==> config.mk <==
export PLATFORM = sky130hd
export DESIGN_NAME = sys_ctrl_rf
export DESIGN_NICKNAME = d
export VERILOG_FILES = /design/src/rtl/sys_ctrl_rf.sv
export SDC_FILE = /design/constraint.sdc
export NUM_CORES = 1
export LEC_CHECK = 0
export CAP_MARGIN = 25
export CORE_MARGIN = 4
export CORE_UTILIZATION = 52
export CTS_BUF_LIST = sky130_fd_sc_hd__clkbuf_8 sky130_fd_sc_hd__clkbuf_16
export DETAILED_ROUTE_END_ITERATION = 8
export HOLD_SLACK_MARGIN = 0.1
export PLACE_DENSITY = 0.84
export SYNTH_ARGS = -nofsm -noshare
export SYNTH_HDL_FRONTEND = slang
export SYNTH_SLANG_ARGS = --single-unit
==> constraint.sdc <==
create_clock -name CLK -period 3.47 [get_ports CLK]
set_input_delay 0.347 -clock CLK [delete_from_list [all_inputs] [get_ports CLK]]
set_output_delay 0.347 -clock CLK [all_outputs]
set_load 0.05 [all_outputs]
==> src/rtl/sys_ctrl_rf.sv <==
// sys_ctrl_rf: UART command front-end that decodes 0xAA write / 0xBB read frames into register-file strobes.
// Optional build macro SYS_CTRL_TIMEOUT_EN enables an inter-byte timeout of TIMEOUT_CYCLES during partial frames.
module sys_ctrl_rf #(
  parameter int DATA_WIDTH     = 8,
  parameter int ADDR_WIDTH     = 4,
  parameter int TIMEOUT_CYCLES = 1024
) (
  input  logic                  CLK,
  input  logic                  RST,
  input  logic [DATA_WIDTH-1:0] RX_P_DATA,
  input  logic                  RX_D_VLD,
  output logic [ADDR_WIDTH-1:0] Address,
  output logic [DATA_WIDTH-1:0] WrData,
  output logic                  WR_En,
  output logic                  RD_EN,
  input  logic [DATA_WIDTH-1:0] RdData,
  input  logic                  RdData_Vaild,
  output logic [DATA_WIDTH-1:0] TX_P_DATA,
  output logic                  TX_D_VLD,
  input  logic                  TX_FULL,
  output logic                  BUSY,
  output logic                  CMD_ERR
);

  localparam logic [2:0] S_IDLE    = 3'd0;
  localparam logic [2:0] S_WR_ADDR = 3'd1;
  localparam logic [2:0] S_WR_DATA = 3'd2;
  localparam logic [2:0] S_RD_ADDR = 3'd3;
  localparam logic [2:0] S_RD_WAIT = 3'd4;
  localparam logic [2:0] S_TX_PUSH = 3'd5;

  localparam logic [DATA_WIDTH-1:0] OP_WRITE = DATA_WIDTH'(8'hAA);
  localparam logic [DATA_WIDTH-1:0] OP_READ  = DATA_WIDTH'(8'hBB);

  logic [2:0]            r_state;
  logic [DATA_WIDTH-1:0] r_addrByte;
  logic [DATA_WIDTH-1:0] r_resp;

  logic [2:0]            w_state;
  logic [DATA_WIDTH-1:0] w_addrByte;
  logic [DATA_WIDTH-1:0] w_resp;
  logic [ADDR_WIDTH-1:0] w_address;
  logic [DATA_WIDTH-1:0] w_wrData;
  logic                  w_wrEn;
  logic                  w_rdEn;
  logic [DATA_WIDTH-1:0] w_txData;
  logic                  w_txVld;
  logic                  w_cmdErr;

  // An address byte is legal only when no bit at or above ADDR_WIDTH is set.
  function automatic logic addrOk(input logic [DATA_WIDTH-1:0] a);
    return (a >> ADDR_WIDTH) == '0;
  endfunction

`ifdef SYS_CTRL_TIMEOUT_EN
  localparam int TMO_W = $clog2(TIMEOUT_CYCLES + 1);

  logic [TMO_W-1:0] r_tmoCnt;
  logic             w_timed;
  logic             w_timeout;

  assign w_timed   = (r_state == S_WR_ADDR) || (r_state == S_WR_DATA) || (r_state == S_RD_ADDR);
  assign w_timeout = w_timed && !RX_D_VLD && (r_tmoCnt == TMO_W'(TIMEOUT_CYCLES - 1));

  always_ff @(posedge CLK or negedge RST) begin
    if (!RST) begin
      r_tmoCnt <= '0;
    end else if (RX_D_VLD || !w_timed || (w_state != r_state)) begin
      r_tmoCnt <= '0;
    end else begin
      r_tmoCnt <= r_tmoCnt + 1'b1;
    end
  end
`endif

  always_comb begin
    w_state    = r_state;
    w_addrByte = r_addrByte;
    w_resp     = r_resp;
    w_address  = Address;
    w_wrData   = WrData;
    w_wrEn     = 1'b0;
    w_rdEn     = 1'b0;
    w_txData   = TX_P_DATA;
    w_txVld    = 1'b0;
    w_cmdErr   = 1'b0;

    case (r_state)
      S_IDLE: begin
        if (RX_D_VLD) begin
          if (RX_P_DATA == OP_WRITE) begin
            w_state = S_WR_ADDR;
          end else if (RX_P_DATA == OP_READ) begin
            w_state = S_RD_ADDR;
          end else begin
            w_cmdErr = 1'b1;
          end
        end
      end

      S_WR_ADDR: begin
        if (RX_D_VLD) begin
          w_addrByte = RX_P_DATA;
          w_state    = S_WR_DATA;
        end
      end

      // Range is checked only here so an illegal write still consumes its data byte.
      S_WR_DATA: begin
        if (RX_D_VLD) begin
          if (addrOk(r_addrByte)) begin
            w_address = r_addrByte[ADDR_WIDTH-1:0];
            w_wrData  = RX_P_DATA;
            w_wrEn    = 1'b1;
          end else begin
            w_cmdErr = 1'b1;
          end
          w_state = S_IDLE;
        end
      end

      S_RD_ADDR: begin
        if (RX_D_VLD) begin
          if (addrOk(RX_P_DATA)) begin
            w_address = RX_P_DATA[ADDR_WIDTH-1:0];
            w_rdEn    = 1'b1;
            w_state   = S_RD_WAIT;
          end else begin
            w_cmdErr = 1'b1;
            w_state  = S_IDLE;
          end
        end
      end

      // Pushing straight from RdData keeps the N+3 response latency when TX has room.
      S_RD_WAIT: begin
        if (RX_D_VLD) begin
          w_cmdErr = 1'b1;
        end
        if (RdData_Vaild) begin
          w_resp = RdData;
          if (!TX_FULL) begin
            w_txData = RdData;
            w_txVld  = 1'b1;
            w_state  = S_IDLE;
          end else begin
            w_state = S_TX_PUSH;
          end
        end
      end

      S_TX_PUSH: begin
        if (RX_D_VLD) begin
          w_cmdErr = 1'b1;
        end
        if (!TX_FULL) begin
          w_txData = r_resp;
          w_txVld  = 1'b1;
          w_state  = S_IDLE;
        end
      end

      default: begin
        w_state = S_IDLE;
      end
    endcase

`ifdef SYS_CTRL_TIMEOUT_EN
    if (w_timeout) begin
      w_state  = S_IDLE;
      w_cmdErr = 1'b1;
    end
`endif
  end

  always_ff @(posedge CLK or negedge RST) begin
    if (!RST) begin
      r_state    <= S_IDLE;
      r_addrByte <= '0;
      r_resp     <= '0;
      Address    <= '0;
      WrData     <= '0;
      WR_En      <= 1'b0;
      RD_EN      <= 1'b0;
      TX_P_DATA  <= '0;
      TX_D_VLD   <= 1'b0;
      BUSY       <= 1'b0;
      CMD_ERR    <= 1'b0;
    end else begin
      r_state    <= w_state;
      r_addrByte <= w_addrByte;
      r_resp     <= w_resp;
      Address    <= w_address;
      WrData     <= w_wrData;
      WR_En      <= w_wrEn;
      RD_EN      <= w_rdEn;
      TX_P_DATA  <= w_txData;
      TX_D_VLD   <= w_txVld;
      BUSY       <= (w_state != S_IDLE);
      CMD_ERR    <= w_cmdErr;
    end
  end

endmodule

### Word level (Yosys, flattened, before mapping)

Cells that the tools add are included.

* flip-flop bits (word level): 44
* input port bits: 21
* output and inout port bits: 25
* logic and storage cells: 75

* eq/ne operators: 14
* mux-type cells: 38
* reduce and logical (&&, ||, !) cells: 12

Operator list (number)
* $mux 3: 10
* $mux 8: 3
* $pmux 3 s6: 1
* $eq 8x8->1 const B: 2
* $logic_not 8->1: 2
* $mux 1: 16
* $mux 4: 4
* $pmux 8 s2: 1
* $ne 2x2->1 const B: 7
* $pmux 4 s2: 1
* $eq 3x2->1 const B: 2
* $eq 3x3->1 const B: 2
* $reduce_and 5->1: 1
* $pmux 1 s4: 1
* $reduce_and 2->1: 2
* $reduce_and 4->1: 1
* $reduce_bool 2->1: 2
* $eq 3x1->1 const B: 1
* $logic_not 3->1: 1
* $reduce_and 3->1: 1
* $reduce_bool 3->1: 1
* $pmux 1 s2: 1
* $reduce_or 2->1: 1

### Logic depth before layout (Yosys ltp)

Gate-level depths: netlist of run 1.

* depth after elaboration: 6
* gate-level depth with buffers: 6

### Least setup slack after synthesis of run 1

OpenSTA, ideal clock, no wires.

* path type: reg-to-reg
* start point: register r_state[2]
* end point: register WrData[0]
* arrival: 1.338 ns
* required time: 3.345 ns
* setup slack: 2.007 ns
* stages on the path, launching flop included: 5
* path buffers: 1
* clock period less this slack: 1.463 ns
* path through: dfrtp_1 -> buf_2 -> nand3b_2 -> nor2_4 -> mux2_2

* word-level cells in the longest chain between the ends: 2

RTL lines
* start: declaration: RTL line 35 `logic [2:0] r_state;`
* start signal: assignment: RTL line 190 `r_state <= w_state;`
* $eq 3x2->1: RTL line 88 `case (r_state)`
* $reduce_and 3->1 (no source line)
* end signal: assignment: RTL line 194 `WrData <= w_wrData;`
* end: declaration: RTL line 13 `output logic [DATA_WIDTH-1:0] WrData,`

Every way passes these cells.
A chain may end at the register's enable or synchronous reset.

### Worst setup path in the final report of run 1

* start point: register WrData[3]
* end point: output WrData[3]

No word-level cell between the ends.

==> flow_metrics.py, run 1 <==
metrics = {
    "run_status": {
        "status": "finished, final reports clean",
    },
    "setup_path": {
        "cp.required_ps": 3120,
        "crit_path_max_fanout": 2,
        "critPathCaptureType": "output port",
        "path_buf_inv": 1,
        "critical-path-top-delay-family": "buffers and inverters",
        "slowest_delay_ps": 830,
        "path_cells": "clkdlybuf4s50_1",
        "arrival_ps": 1490,
        "critPathSlowestCell": "clkdlybuf4s50_1",
        "start_kind": "register",
        "critical_path_class": "reg -> out",
        "rrSetupSlack_ps": 1690,
    },
    "synthesis": {
        "synth_seq_area_share_pct": 57.44,
        "synth_ff_type": "dfrtp_1",
        "syn_area_mm2": 0.001917,
        "ys_ff_latch": 44,
        "synth_cell_types": 33,
        "async_flop_share_pct": 100.0,
        "syn_area_per_cell_um2": 13.31,
        "synth_top_area_cell": "dfrtp_1",
        "synthTopCellsByArea": "dfrtp_1 (57%), mux2_2 (19%), mux2i_1 (4.2%)",
        "synth_edf_count": 0,
        "synth_nets": 165,
        "ys.warnings.count": 0,
        "synth_top_area_share_pct": 57.44,
        "synthCells": 144,
    },
    "sta": {
        "drv_slew": 0,
        "setup_viol": 0,
        "slew-limit-headroom_pct": 64.85,
        "final-hold-violation-count": 0,
        "rsz0062_at_grt": "no",
        "max_freq_mhz": 544.6,
        "finalClockSkew_ps": 1.601,
        "finalSetupTns_ps": 0,
        "period_needed_ps": 1836,
        "fin_crit_sh_pct": 52.92,
        "tightest_slew_ps": 525.7,
    },
    "hold_path": {
        "min_path_type": "in -> async",
    },
    "finish": {
        "nFillCells": 238,
        "drive_gt1_share_pct": 26.02,
        "finalNetCount": 216,
        "area_growth_pct": 32.64,
        "fin_cells": 242,
        "diodes": 0,
    },
    "power": {
        "p_sw_uw": 488.5,
        "ir_drop_uv": 429.1,
        "p_leak_uw": 0.001185,
        "pwr_density_cell_mw_per_mm2": 584.0,
        "seq_power_share_pct": 44.1,
        "p_sw_share_pct": 32.90,
        "combPwrFrac_pct": 30.1,
        "clkPwrFrac_pct": 25.8,
        "p_int_uw": 996.2,
    },
    "placed_design": {
        "place_hpwl_um": 2931,
        "place_inst": 232,
        "port_buffers": 45,
        "place_congestion": 0.7664,
    },
    "clocking": {
        "root_buffer": "clkbuf_8",
        "cts_buffers": 5,
        "cts_resized": 0,
        "clk_pin_slew_ps": 80,
        "clockBufferDepth": 2,
        "htree_levels": 2,
        "cts_tree": "done",
        "cts.sinks": 44,
        "clkLatencyLatePin_ps": 300,
    },
    "route": {
        "wl_met2_um": 2277,
        "antenna_left": 0,
        "wl_per_cell_um": 16.88,
        "drt_wl_total_um": 4085,
        "wl_met1_um": 1564,
        "drtIter0Drc": 75,
        "vias_per_cell": 5.384,
        "vias": 1303,
        "drtPass1Iterations": 4,
        "highest-signal-layer": "met4",
        "drc": 0,
        "wl_met3_um": 200,
    },
    "global_route": {
        "grt_pass1_wl_um": 6803,
        "overflow": 0,
        "grt_pass1_vias": 1429,
        "grt_max_degree": 45,
        "antenna_found_initial": 0,
        "track_usage_pct": 20.25,
    },
    "floorplan": {
        "num_io_pins": 46,
        "core_mm2": 0.003442,
        "row_count": 21,
        "die_y_um": 68.72,
        "initial_core_util_pct": 55.69,
        "die_w_um": 68.72,
        "die-area_mm2": 0.004722,
    },
    "job": {
        "maxCapViolations": 0,
    },
}
-- worst paths after layout --
check | from | endpoint | depth (start not counted)
worst max register to register | r_state[0] | WrData[6] | 4
worst max-delay path | WrData[3] | WrData[3] | 1
worst min-delay path | RST | WrData[3] | 2
min in group CLK | TX_P_DATA[2] | TX_P_DATA[2] | 2
worst min register to register | TX_P_DATA[2] | TX_P_DATA[2] | 2
max in group asynchronous | RST | TX_D_VLD | 3
-- power by group through the flow --
stage	clock network (uW)	registers (uW)	logic, uW
final	382	655	447
after floorplan	0	829	110
after detailed placement	0	665	446
after CTS	391	656	448
after global placement	0	656	435
after global routing	417	667	474
-- routing by layer --
metal,up-vias,track usage [%]
li1,618,-
met1,654,23.13
met2,27,35.40
met3,4,6.807
met4,0,6.813
met5,-,0
-- metrics by stage --
stage               util (%)  hold slack, ps  total power (uW)  setup WS [ps]  area (um^2)
floorplan                  -           51.41             938.1           2007         1917
global placement       69.87           465.6              1092           1383         2405
detailed placement     69.87           473.6              1111           1383         2405
CTS                    72.99           209.2              1495           1617         2512
global route           73.86           374.2              1558           1536         2542
finish                 73.86           367.8              1485           1634         2542
-- layout make-up --
type	instances	area, um^2	area share, %
sequential	44	1101	43.31
multi-input combinational	96	797.0	31.35
timing repair buffer	47	475.5	18.70
clock buffer	5	68.82	2.707
tap	46	57.56	2.264
clock inverter	3	38.79	1.526
inverter	1	3.754	0.1476
-- Yosys cell counts, drive strengths merged (3+ instances only) --
cell type / instances
nor3b: 3
a21oi: 3
nor2b: 4
o21ai: 8
nor2: 6
mux2: 32
nand2: 14
buf: 3
dfrtp: 44
mux2i: 8
-- sequential cells by signal, summed over array words and instances, names as in the netlist --
name        cells
TX_D_VLD        1
RD_EN           1
r_resp          8
r_addrByte      8
WR_En           1
TX_P_DATA       8
WrData          8
BUSY            1
Address         4
CMD_ERR         1
r_state         3
-- layout by cell type (no fill, tap or decap), types with 2 or more instances in the layout --
master	netlist	layout
a21oi_1	2	2
clkbuf_8	0	5
clkdlybuf4s50_1	0	44
dfrtp_1	44	44
inv_1	1	2
mux2_2	32	32
mux2i_1	8	8
nand2_1	13	13
nand3_1	2	2
nor2_1	5	5
nor2b_1	3	3
nor3b_4	2	2
o21ai_0	8	8
-- repair_timing --
action                                 in CTS  in global routing
buffers inserted                            0                  0
endpoints found under the hold margin       0                 44
hold buffers                                0                  1
-- logic make-up after synthesis --
family | count (synthesis) | share of synthesized area (%)
AOI/OAI and AO/OA | 17 | 5.614
muxes | 40 | 22.98
buffers and inverters | 4 | 0.9787
and+or+nand+nor | 38 | 12.53
xor gates and xnor gates | 1 | 0.4570
DFF | 44 | 57.44
(Power assumes the default switching activity.)
==> run 2: changes to the inputs <==
--- a/config.mk
+++ b/config.mk
@@ -7,11 +7,11 @@
 export LEC_CHECK = 0
 export CAP_MARGIN = 25
 export CORE_MARGIN = 4
-export CORE_UTILIZATION = 52
+export CORE_UTILIZATION = 49
 export CTS_BUF_LIST = sky130_fd_sc_hd__clkbuf_8 sky130_fd_sc_hd__clkbuf_16
 export DETAILED_ROUTE_END_ITERATION = 8
 export HOLD_SLACK_MARGIN = 0.1
-export PLACE_DENSITY = 0.84
+export PLACE_DENSITY = 0.8
 export SYNTH_ARGS = -nofsm -noshare
 export SYNTH_HDL_FRONTEND = slang
 export SYNTH_SLANG_ARGS = --single-unit
==> constraint.sdc (replaced) <==
create_clock -name CLK -period 1.9 [get_ports CLK]
set_input_delay 0.19 -clock CLK [delete_from_list [all_inputs] [get_ports CLK]]
set_output_delay 0.19 -clock CLK [all_outputs]
set_load 0.05 [all_outputs]
==> run 2 against run 1 <==
Utilization is 4.5 points lower; non-clock buffer count grew 4; first-iteration DRC count is 51% higher; power increased by 82%.
==> flow_metrics.py, run 2 (synthesis gave the netlist of run 1 again) <==
metrics = {
    "setup_path": {
        "critical_path_class": "reg -> reg",
        "critPathCaptureType": "register",
        "path_buf_inv": 0,
        "path_cells": "nor3_1 -> nand2_1 -> nor2_4 -> mux2_2",
        "crit_path_max_fanout": 13,
        "start_kind": "register",
        "critical-path-top-delay-family": "simple AND/OR/NAND/NOR gates",
        "critPathSlowestCell": "dfrtp_1",
        "arrival_ps": 1910,
        "slowest_delay_ps": 550,
        "cp.required_ps": 2080,
        "path_depth": 4,
        "rrSetupSlack_ps": 160,
        "timing.rr.end": "WrData[7]",
        "reg2reg_from": "r_state[0]",
        "r2r_cells": 4,
    },
    "power": {
        "p_int_uw": 1826,
        "p_sw_share_pct": 32.60,
        "p_sw_uw": 883.2,
        "pwr_density_cell_mw_per_mm2": 1051,
        "ir_drop_uv": 849.3,
        "clkPwrFrac_pct": 25.7,
        "combPwrFrac_pct": 30.1,
        "p_leak_uw": 0.001199,
        "seq_power_share_pct": 44.1,
    },
    "global_route": {
        "grt.busiest_layer": "met2",
        "met3_usage_pct": 4.830,
        "track_usage_pct": 16.34,
        "grt_use_met1_pct": 19.76,
        "grt_pass1_vias": 1343,
        "grtUsageMet2_pct": 28.17,
        "grt_pass1_wl_um": 6403,
        "antenna_found_initial": 0,
        "overflow": 0,
        "grt_max_degree": 45,
    },
    "floorplan": {
        "die_w_um": 70.55,
        "num_io_pins": 46,
        "die_y_um": 70.55,
        "initial_core_util_pct": 51.58,
        "row_count": 22,
        "core_mm2": 0.003716,
        "die-area_mm2": 0.004977,
    },
    "finish": {
        "drive_gt1_share_pct": 28.00,
        "final_util_pct": 69.39,
        "finalNetCount": 220,
        "final_cell_mix": "dfrtp_1 (44), clkdlybuf4s50_1 (44), mux2_2 (32)",
        "area_growth_pct": 34.53,
        "diodes": 0,
    },
    "placed_design": {
        "dpl_worst_slack_ps": -3.368,
        "place_hpwl_um": 2879,
        "place_congestion": 0.8115,
        "port_buffers": 45,
    },
    "sta": {
        "final-hold-violation-count": 0,
        "period_needed_ps": 1736,
        "worst_slack_ps": 164.1,
        "rsz0062_at_grt": "no",
        "drv_slew": 0,
        "tightest_slew_ps": 507.9,
        "finalClockSkew_ps": 4.500,
        "max_freq_mhz": 576.1,
        "setup_viol": 0,
        "slew-limit-headroom_pct": 66.03,
        "fin_crit_sh_pct": 91.36,
    },
    "route": {
        "drc": 0,
        "antenna_left": 0,
        "vias": 1292,
        "drt_wl_total_um": 3774,
        "drtPass1Iterations": 4,
        "drtIter0Drc": 113,
        "vias_per_cell": 5.210,
        "wl_per_cell_um": 15.22,
    },
    "clocking": {
        "htree_levels": 2,
        "cts.sinks": 44,
        "root_buffer": "clkbuf_8",
        "clkLatencyLatePin_ps": 290,
        "post_cts_buffers": 0,
        "cts_tree": "done",
        "clk_pin_slew_ps": 80,
        "cts_buffers": 5,
        "clockBufferDepth": 2,
    },
    "hold_path": {
        "min_path_type": "in -> async",
    },
    "run_status": {
        "status": "finished, final reports clean",
    },
    "job": {
        "maxCapViolations": 0,
    },
}
## run 2: cell count changes in the layout (fill, tap and decap cells not counted)
cell and change:
clkinvlp_4 +1, buf_4 +4, inv_1 -1
## run 2: how the worst max path moves through the flow
stage,start,endpoint,slack (ps)
2_1_floorplan,r_state[2],WrData[0],440
3_3_place_gp,RX_P_DATA[5],Address[1],120
3_5_place_dp,RX_P_DATA[5],Address[0],-3
4_1_cts,r_state[0],WrData[0],170
5_1_grt,r_state[0],WrData[5],50
6_report,r_state[0],WrData[7],160
## run 2: metrics by stage
stage	power [uW]	cell area, um^2	TNS (ps)	hold WS (ps)	instances
final	2709	2579	0	389.2	248
after CTS	2741	2579	0	396.2	248
after floorplan	1713	1917	0	-105.6	144
after detailed placement	2039	2457	-3.368	181.0	239
after global placement	2007	2457	0	178.3	239
after global routing	2828	2579	0	417.7	248
## run 2: worst min-delay path, cell delays in order
cell,delay (ps)
dlygate4sd3_1,510
buf_2,120
buf_12,230
## run 2: area by class of cell
class / count / area, um^2
flip-flops and latches: 44 / 1101
clock buffers: 5 / 68.82
repair buffers: 51 / 505.5
multi-input cells: 96 / 797.0
well taps: 48 / 60.06
fillers: 271 / 1137
inverters: 1 / 3.754
clock inverters: 3 / 42.54
## run 2: repair_timing
action,in CTS,in global routing
resized for setup,0,0
hold endpoints to repair,44,0
hold buffers,1,0
## run 2: power groups by stage
stage               clock [uW]  combinational (uW)  sequential (uW)
finish                     698                 817             1190
detailed placement           0                 825             1210
CTS                        717                 827             1200
global placement             0                 805             1200
floorplan                    0                 200             1510
global route               750                 864             1210
## run 2: layer usage
| metal | vias up | share of wire (%) |
|---|---|---|
| met3 | 5 | 4.3 |
| li1 | 620 | - |
| met5 | - | 0 |
| met1 | 639 | 43 |
| met4 | 0 | 0.95 |
| met2 | 28 | 52 |
